**src/rtl/pid_gain_tuner.sv**
```systemverilog
// Runtime PID gain registers with button-driven fine/coarse tuning.
// Holding an adjust button auto-repeats; editing freezes while locked.
module pid_gain_tuner #(
  parameter int GAIN_WIDTH   = 16,
  parameter int STEP_FINE    = 10,
  parameter int STEP_COARSE  = 100,
  parameter int KP_INIT      = 0,
  parameter int KI_INIT      = 0,
  parameter int KD_INIT      = 0,
  parameter int REPEAT_DELAY = 62500000,
  parameter int REPEAT_RATE  = 12500000
) (
  input  logic                  clk,
  input  logic                  reset,
  input  logic                  btn_inc_fine,
  input  logic                  btn_inc_coarse,
  input  logic                  btn_dec_fine,
  input  logic                  btn_dec_coarse,
  input  logic                  btn_sel,
  input  logic                  lock,
  output logic [GAIN_WIDTH-1:0] k_p,
  output logic [GAIN_WIDTH-1:0] k_i,
  output logic [GAIN_WIDTH-1:0] k_d,
  output logic [1:0]            sel,
  output logic                  gain_updated
);

  localparam int GW = GAIN_WIDTH;
  localparam logic [31:0] DLY = 32'(REPEAT_DELAY - 1);
  localparam logic [31:0] RATE = 32'(REPEAT_RATE - 1);
  localparam logic [GW:0] FINE_W = (GW+1)'(STEP_FINE);
  localparam logic [GW:0] COARSE_W = (GW+1)'(STEP_COARSE);

  typedef enum logic [1:0] {
    IDLE,
    HOLD_WAIT,
    REPEAT
  } state_t;

  state_t      state, state_nxt;
  logic [4:0]  btn, btn_q, rise;
  logic [31:0] cnt, cnt_nxt;
  logic [1:0]  act, act_nxt;
  logic [1:0]  step_idx;
  logic        step_en, sel_adv;
  logic [GW-1:0] cur, nv;
  logic [GW:0] wide, mag;

  // Bit order doubles as step index: bit0 = coarse, bit1 = decrement.
  assign btn = {btn_sel, btn_dec_coarse, btn_dec_fine,
                btn_inc_coarse, btn_inc_fine};
  assign rise = btn & ~btn_q;

  always_comb begin
    state_nxt = state;
    cnt_nxt   = cnt;
    act_nxt   = act;
    step_en   = 1'b0;
    sel_adv   = 1'b0;
    step_idx  = act;
    unique case (state)
      IDLE: begin
        if (!lock) begin
          if (|rise[3:0]) begin
            if (rise[0])      step_idx = 2'd0;
            else if (rise[1]) step_idx = 2'd1;
            else if (rise[2]) step_idx = 2'd2;
            else              step_idx = 2'd3;
            step_en   = 1'b1;
            act_nxt   = step_idx;
            cnt_nxt   = DLY;
            state_nxt = HOLD_WAIT;
          end else if (rise[4]) begin
            sel_adv = 1'b1;
          end
        end
      end
      HOLD_WAIT, REPEAT: begin
        if (lock || !btn[act]) begin
          state_nxt = IDLE;
        end else if (cnt == 32'd0) begin
          step_en   = 1'b1;
          cnt_nxt   = RATE;
          state_nxt = REPEAT;
        end else begin
          cnt_nxt = cnt - 32'd1;
        end
      end
      default: state_nxt = IDLE;
    endcase
  end

  always_comb begin
    unique case (sel)
      2'd1:    cur = k_i;
      2'd2:    cur = k_d;
      default: cur = k_p;
    endcase
    mag = step_idx[0] ? COARSE_W : FINE_W;
    if (step_idx[1]) begin
      wide = {1'b0, cur} - mag;
      nv   = wide[GW] ? '0 : wide[GW-1:0];
    end else begin
      wide = {1'b0, cur} + mag;
      nv   = wide[GW] ? '1 : wide[GW-1:0];
    end
  end

  always_ff @(posedge clk) begin
    if (reset) begin
      k_p          <= GW'(KP_INIT);
      k_i          <= GW'(KI_INIT);
      k_d          <= GW'(KD_INIT);
      sel          <= 2'd0;
      gain_updated <= 1'b0;
      state        <= IDLE;
      cnt          <= 32'd0;
      act          <= 2'd0;
      btn_q        <= 5'd0;
    end else begin
      btn_q        <= btn;
      state        <= state_nxt;
      cnt          <= cnt_nxt;
      act          <= act_nxt;
      gain_updated <= step_en && (nv != cur);
      if (step_en) begin
        unique case (sel)
          2'd1:    k_i <= nv;
          2'd2:    k_d <= nv;
          default: k_p <= nv;
        endcase
      end
      if (sel_adv) sel <= (sel == 2'd2) ? 2'd0 : sel + 2'd1;
    end
  end

endmodule

```
**config.mk**
```make
export PLATFORM = sky130hd
export DESIGN_NAME = pid_gain_tuner
export DESIGN_NICKNAME = d
export VERILOG_FILES = /design/src/rtl/pid_gain_tuner.sv
export SDC_FILE = /design/constraint.sdc
export NUM_CORES = 1
export LEC_CHECK = 0
export ABC_AREA = 1
export CELL_PAD_IN_SITES_DETAIL_PLACEMENT = 0
export CELL_PAD_IN_SITES_GLOBAL_PLACEMENT = 2
export CORE_ASPECT_RATIO = 1.2
export CORE_MARGIN = 2
export CORE_UTILIZATION = 32
export CTS_CLUSTER_SIZE = 10
export DETAILED_ROUTE_END_ITERATION = 12
export GPL_TIMING_DRIVEN = 1
export PLACE_DENSITY_LB_ADDON = 0.1
export SYNTH_ARGS = -nofsm -noshare
export SYNTH_HDL_FRONTEND = slang
export SYNTH_SLANG_ARGS = --single-unit
```
**constraint.sdc**
```tcl
create_clock -name clk -period 5 [get_ports clk]
set_clock_uncertainty 0.2 [all_clocks]
set_input_delay 0.75 -clock clk [delete_from_list [all_inputs] [get_ports clk]]
set_output_delay 0.75 -clock clk [all_outputs]
set_load 0.005 [all_outputs]
```
# ---- Word-level counts from Yosys, hierarchy flattened
# Index checks and enable logic that the tools add are counted.
dict set report word_totals {
  register_bits 92
  input_bits 8
}
dict set report classes {
  add_sub_neg 4
  n_lt_le_gt_ge 1
  n_eq_ne 9
  mux 33
  reduce_logical 14
  n_bitwise 3
}
# cell n
set ops {}
lappend ops {{2-to-1 mux 32 bit} 4}
lappend ops {{one-hot mux 32 bit (2 select lines)} 1}
lappend ops {{2-to-1 mux 16 bit} 3}
lappend ops {{logical NOT 32 bit} 1}
lappend ops {{one-hot mux 16 bit (2 select lines)} 1}
lappend ops {{subtractor 32 x 1 -> 32 bit, second input constant} 1}
lappend ops {{2-to-1 mux 2 bit} 10}
lappend ops {{adder 16 x 7 -> 17 bit} 1}
lappend ops {{subtractor 16 x 7 -> 17 bit} 1}
lappend ops {{!= test 16 bit} 1}
lappend ops {{2-to-1 mux 1 bit} 10}
lappend ops {{2-to-1 mux 7 bit} 1}
lappend ops {{!= test 2 bit, second input constant} 3}
lappend ops {{AND reduction 2 bit} 3}
lappend ops {{AND 5 bit} 1}
lappend ops {{inverter 5 bit} 1}
lappend ops {{equality test 2 x 1 -> 1 bit, second input constant} 2}
lappend ops {{equality test 2 bit, second input constant} 2}
lappend ops {{< comparator 2 x 4 -> 1 bit, second input constant} 1}
lappend ops {{one-hot mux 2 bit (2 select lines)} 1}
lappend ops {{AND reduction 4 bit} 1}
lappend ops {{OR reduction 2 bit} 2}
lappend ops {{OR reduction 4 bit} 1}
lappend ops {{!= test 3 bit, second input constant} 1}
lappend ops {{other kinds (10)} 10}

# ---- Logic depth before layout (Yosys ltp)
dict set report logic_depth {
  ltp_word 14
  mapped_depth 27
  mapped_depth_nobuf 27
}

# ---- Worst setup path before layout
# Ideal clock, no wire load.
dict set report synth_path {
  path_kind {input to register}
  from {input port btn_inc_fine}
  to {register gain_updated}
  cell_stages 22
  arrival_time_ns 3.649
  path_buffers 0
  required_time_ns 4.689
  slack_ns 1.040
  cell_sequence {inv_1 > or2_1 > o21ai_1 > nor2_1 > nor2_1 > o311ai_0 > o21ai_0 > inv_1 > ha_1 > inv_1 > a21oi_1 > or2_2 > nand2_1 > nand2_4 > nand3_1 > nand3_2 > nand2_1 > nand2_1 > nor2_1 > nand2_1 > nor2_1 > nor2_1}
}
dict set report synth_via {
  elab_chain_cells 11
}
# element line_no
set synth_lines {}
lappend synth_lines {{from (decl)} 15} ;# input logic btn_inc_fine,
lappend synth_lines {{AND 5 bit} 52} ;# assign rise = btn & ~btn_q;
lappend synth_lines {{OR reduction 4 bit or 2-to-1 mux 2 bit (tied branches)} {64, 65}}
lappend synth_lines {{2-to-1 mux 2 bit} 64} ;# if (|rise[3:0]) begin
lappend synth_lines {{2-to-1 mux 2 bit (2 in series)} --}
lappend synth_lines {{2-to-1 mux 7 bit} 99} ;# mag = step_idx[0] ? COARSE_W : FINE_W;
lappend synth_lines {{adder 16 x 7 -> 17 bit or subtractor 16 x 7 -> 17 bit (tied branches)} {104, 101}}
lappend synth_lines {{2-to-1 mux 16 bit, on equally long branches} {105, 102}}
lappend synth_lines {{2-to-1 mux 16 bit} 100} ;# if (step_idx[1]) begin
lappend synth_lines {{!= test 16 bit} 125} ;# gain_updated <= step_en && (nv != cur);
lappend synth_lines {{logical AND 1 bit (*)} 125}
lappend synth_lines {{to (signal assigned)} 125}
lappend synth_lines {{to (decl)} 25} ;# output logic gain_updated
# Mark *: on every way between the ends. The rest lies on a longest branch, timed or not. The select of a mux whose other input is x is not followed.
# A chain may end at the register's enable or synchronous reset.

# ---- Worst setup path after layout
dict set report layout_path {
  from {input port btn_inc_fine}
  to {register k_d[15]}
}
dict set report layout_via {
  elab_chain_cells 9
}
# element line_no
set layout_lines {}
lappend layout_lines {{AND 5 bit} 52}
lappend layout_lines {{OR reduction 4 bit or 2-to-1 mux 2 bit (tied branches)} {64, 65}}
lappend layout_lines {{2-to-1 mux 2 bit} 64}
lappend layout_lines {{2-to-1 mux 2 bit (2 in series)} --}
lappend layout_lines {{2-to-1 mux 7 bit} 99}
lappend layout_lines {{adder 16 x 7 -> 17 bit or subtractor 16 x 7 -> 17 bit (tied branches)} {104, 101}}
lappend layout_lines {{2-to-1 mux 16 bit, on equally long branches} {105, 102}}
lappend layout_lines {{2-to-1 mux 16 bit} 100}
lappend layout_lines {{to (signal assigned)} 113} ;# k_d <= GW'(KD_INIT);
lappend layout_lines {{to (signal assigned)} 129} ;# 2'd2: k_d <= nv;
lappend layout_lines {{to (decl)} 23} ;# output logic [GAIN_WIDTH-1:0] k_d,
# Several ways; a longest one is shown, not always the timed one. The select of a mux whose other input is x is not followed.

==> reports/metrics.cfg <==
[pwr]
ir_worst_vdd_uv=186
p_per_area_nw_per_um2=381
p_leak_nw=3.02

[setup_path]
cp_data_required_time_ns=5.05
reg2reg_from=state[0]$_SDFFE_PP0P_
r2r-end=k_d[15]$_SDFFE_PP0P_
r2r.worst_path.cells=24
critPathKind=input port to register
crit_path_frequent_cell=nand2_1
reg2reg_slack_ns=0.84
crit_fanout=9
critPathCaptureType=register
max_stage_delay_ns=0.40
start_kind=input port
critPathArrivalTime_ns=4.65
slowest_stage=clkdlybuf4s50_1

[sta]
fin_crit_ns=4.60
setup_viol=0
grt_setup_unrepaired=no
final_max_slew_viol_count=0
timing.final.crit_share=0.920
hold_violations=0
setup_slack_ns=0.400
tns_ns=0
fmax_mhz=217
slew_headroom=0.453
tightest_slew_ns=0.820

[synth]
synth.net_count=873
yosys.area_share.xor_xnor=0.0299
post_synth_mux_area_share=0
syn-cell-area_um2=5860
synth-simple-area-share=0.333
synth_compound_area_frac=0.177
ys_top_cells_by_area=dfxtp_1, nand2_1, o21ai_0
yosysSeqAreaShare=0.314
synthAdderAreaFrac=0.0474
synth_top_family_by_area=simple AND/OR/NAND/NOR gates
ys_warn_count=0
synth_edf_count=0
async_flop_share=0
synth_area_leader_cell=dfxtp_1
synthDominantCellAreaShare=0.314
avgSynthCellArea_um2=6.94
synth_top_flop_cell=dfxtp_1
ys_seq_elements=92
synth_cells=844
yosysUniqueCellTypes=48

[cells_and_area]
drive_gt1_frac=0.101
fillCellCount=1931
fin_nets=923
antenna_cells=0
multi_input_area_um2=3440
regArea_um2=1840
syn2layout_area_growth_pct=18.1
final_cells=1123

[drt]
vias=5719
dr.pass1.iters=5
drt-total-wl_um=18400
ant_nets=0
via_per_inst=5.09
drcViolationCount=0
avgRoutedWirePerCell_um=16.4
drt-initial-drc-count=406

[worst_hold_path]
hold_path_class=register to register
hold_depth=1
whs_endpoint=cnt[0]$_SDFFE_PP0P_
worstHoldStart=cnt[0]$_SDFFE_PP0P_

[global_routing]
grt_overflow=0
grt_pass1_vias=5556
grtUsageTotal=0.192
antenna_found_initial=0
grt_max_degree=33
grt_pass1_wl_um=29600

[floorplanning]
die-area_um2=19400
io_pins=59
fp.dieW_um=128
rows=54
start_util=0.325
core_um2=18000
die_h_um=152

[place]
gp_congestion=0.854
port_buffers=58
dp_hpwl_um=13700
pre_cts_slack_ns=0.0419
placed_cells=1107

[cts]
hold_buffers=0
clkTransAtPathRegs_ns=0.07
cts_root_buf=clkbuf_16
htree_levels=3
clock_latency_ns=0.36
cts.sinks=92
post_cts_buffers=0
cts_resized=0
cts_buffers=9
clk_path_buf_depth=2
tritoncts=yes

[run]
maxCapViolCount=0

[run_status]
status=completed

[power breakdown]
| group | leakage (nW) | switching (mW) | internal [mW] |
|---|---|---|---|
| clock | 0.142 | 0.316 | 0.390 |
| combinational | 2.13 | 0.692 | 0.378 |
| sequential | 0.751 | 0.0566 | 0.800 |
[layout make-up]
type / count / area share
Clock inverter: 7 / 0.0105
Clock buffer: 9 / 0.0326
Multi-Input combinational cell: 619 / 0.497
Inverter: 101 / 0.0548
Tap cell: 224 / 0.0405
Timing Repair Buffer: 71 / 0.0981
Sequential cell: 92 / 0.266
[cells in the mapped netlist (6+ instances only)]
cell,number
inv_1,99
or2_1,7
dfxtp_1,92
nor2_2,8
clkbuf_1,11
nand3_1,50
nand3_2,19
nand2_1,148
or2_2,7
xor2_1,15
nor2_4,6
nor3_1,11
buf_2,8
ha_1,19
nand4_1,11
a21oi_1,73
nor4_1,6
o21ai_0,86
nand2_2,9
nor2_1,89
buf_4,8
[cell families (layout without fill, tap and decap cells)]
group,Yosys count,after routing
adders and majority gates,21,21
buffers and inverters,133,188
DFF,92,92
AOI/OAI and AO/OA,190,190
and+or+nand+nor,388,388
xor gates and xnor gates,20,20
[how the worst max path moves through the flow]
stage	depth (start not counted)	end	start
final	25	k_d[15]$_SDFFE_PP0P_	btn_inc_fine
after CTS	25	k_d[15]$_SDFFE_PP0P_	btn_inc_fine
after floorplan	22	gain_updated$_SDFF_PP0_	btn_inc_fine
after detailed placement	25	k_d[15]$_SDFFE_PP0P_	btn_inc_fine
after global routing	25	k_d[15]$_SDFFE_PP0P_	btn_inc_fine
after global placement	25	k_d[15]$_SDFFE_PP0P_	btn_inc_fine
[registers in the layout, indices dropped and copies added, names as in the netlist]
register	flops
state	2
k_p	16
act	2
sel	2
k_d	16
k_i	16
cnt	32
gain_updated	1
btn_q	5
[stage by stage]
stage | hold slack (ns) | instance area [µm²] | power [mW] | utilization
2_1_floorplan | 0.226 | 5860 | 1.65 | -
3_3_place_gp | 0.239 | 6620 | 1.95 | 0.367
3_5_place_dp | 0.248 | 6620 | 1.95 | 0.367
4_1_cts | 0.261 | 6920 | 2.67 | 0.383
5_1_grt | 0.284 | 6920 | 2.84 | 0.383
6_report | 0.256 | 6920 | 2.63 | 0.383
[placed cells by master (no fill, tap or decap), types with 19 or more instances in the layout]
| master | n |
|---|---|
| nand2_1 | 148 |
| inv_1 | 99 |
| dfxtp_1 | 92 |
| nor2_1 | 89 |
| o21ai_0 | 86 |
| a21oi_1 | 73 |
| clkdlybuf4s50_1 | 58 |
| nand3_1 | 50 |
| nand3_2 | 19 |
| ha_1 | 19 |
[per-layer routing]
layer	wire (µm)	share of wire	vias up	global-route usage
met5	0	0	-	0
met2	9730	0.53	102	0.351
met3	495	0.027	15	0.0309
li1	-	-	2885	-
met4	261	0.014	0	0.0487
met1	7930	0.43	2717	0.232
[worst max-delay path, delay by kind of cell]
family / cells / cell delay, ns
buffers and inverters: 5 / 0.93
adder cells (fa/ha/maj): 2 / 0.65
XOR/XNOR: 1 / 0.13
AO/OA/AOI/OAI: 4 / 0.66
AND/OR/NAND/NOR: 13 / 1.53
No activity file was read; power rests on OpenSTA's default activity.
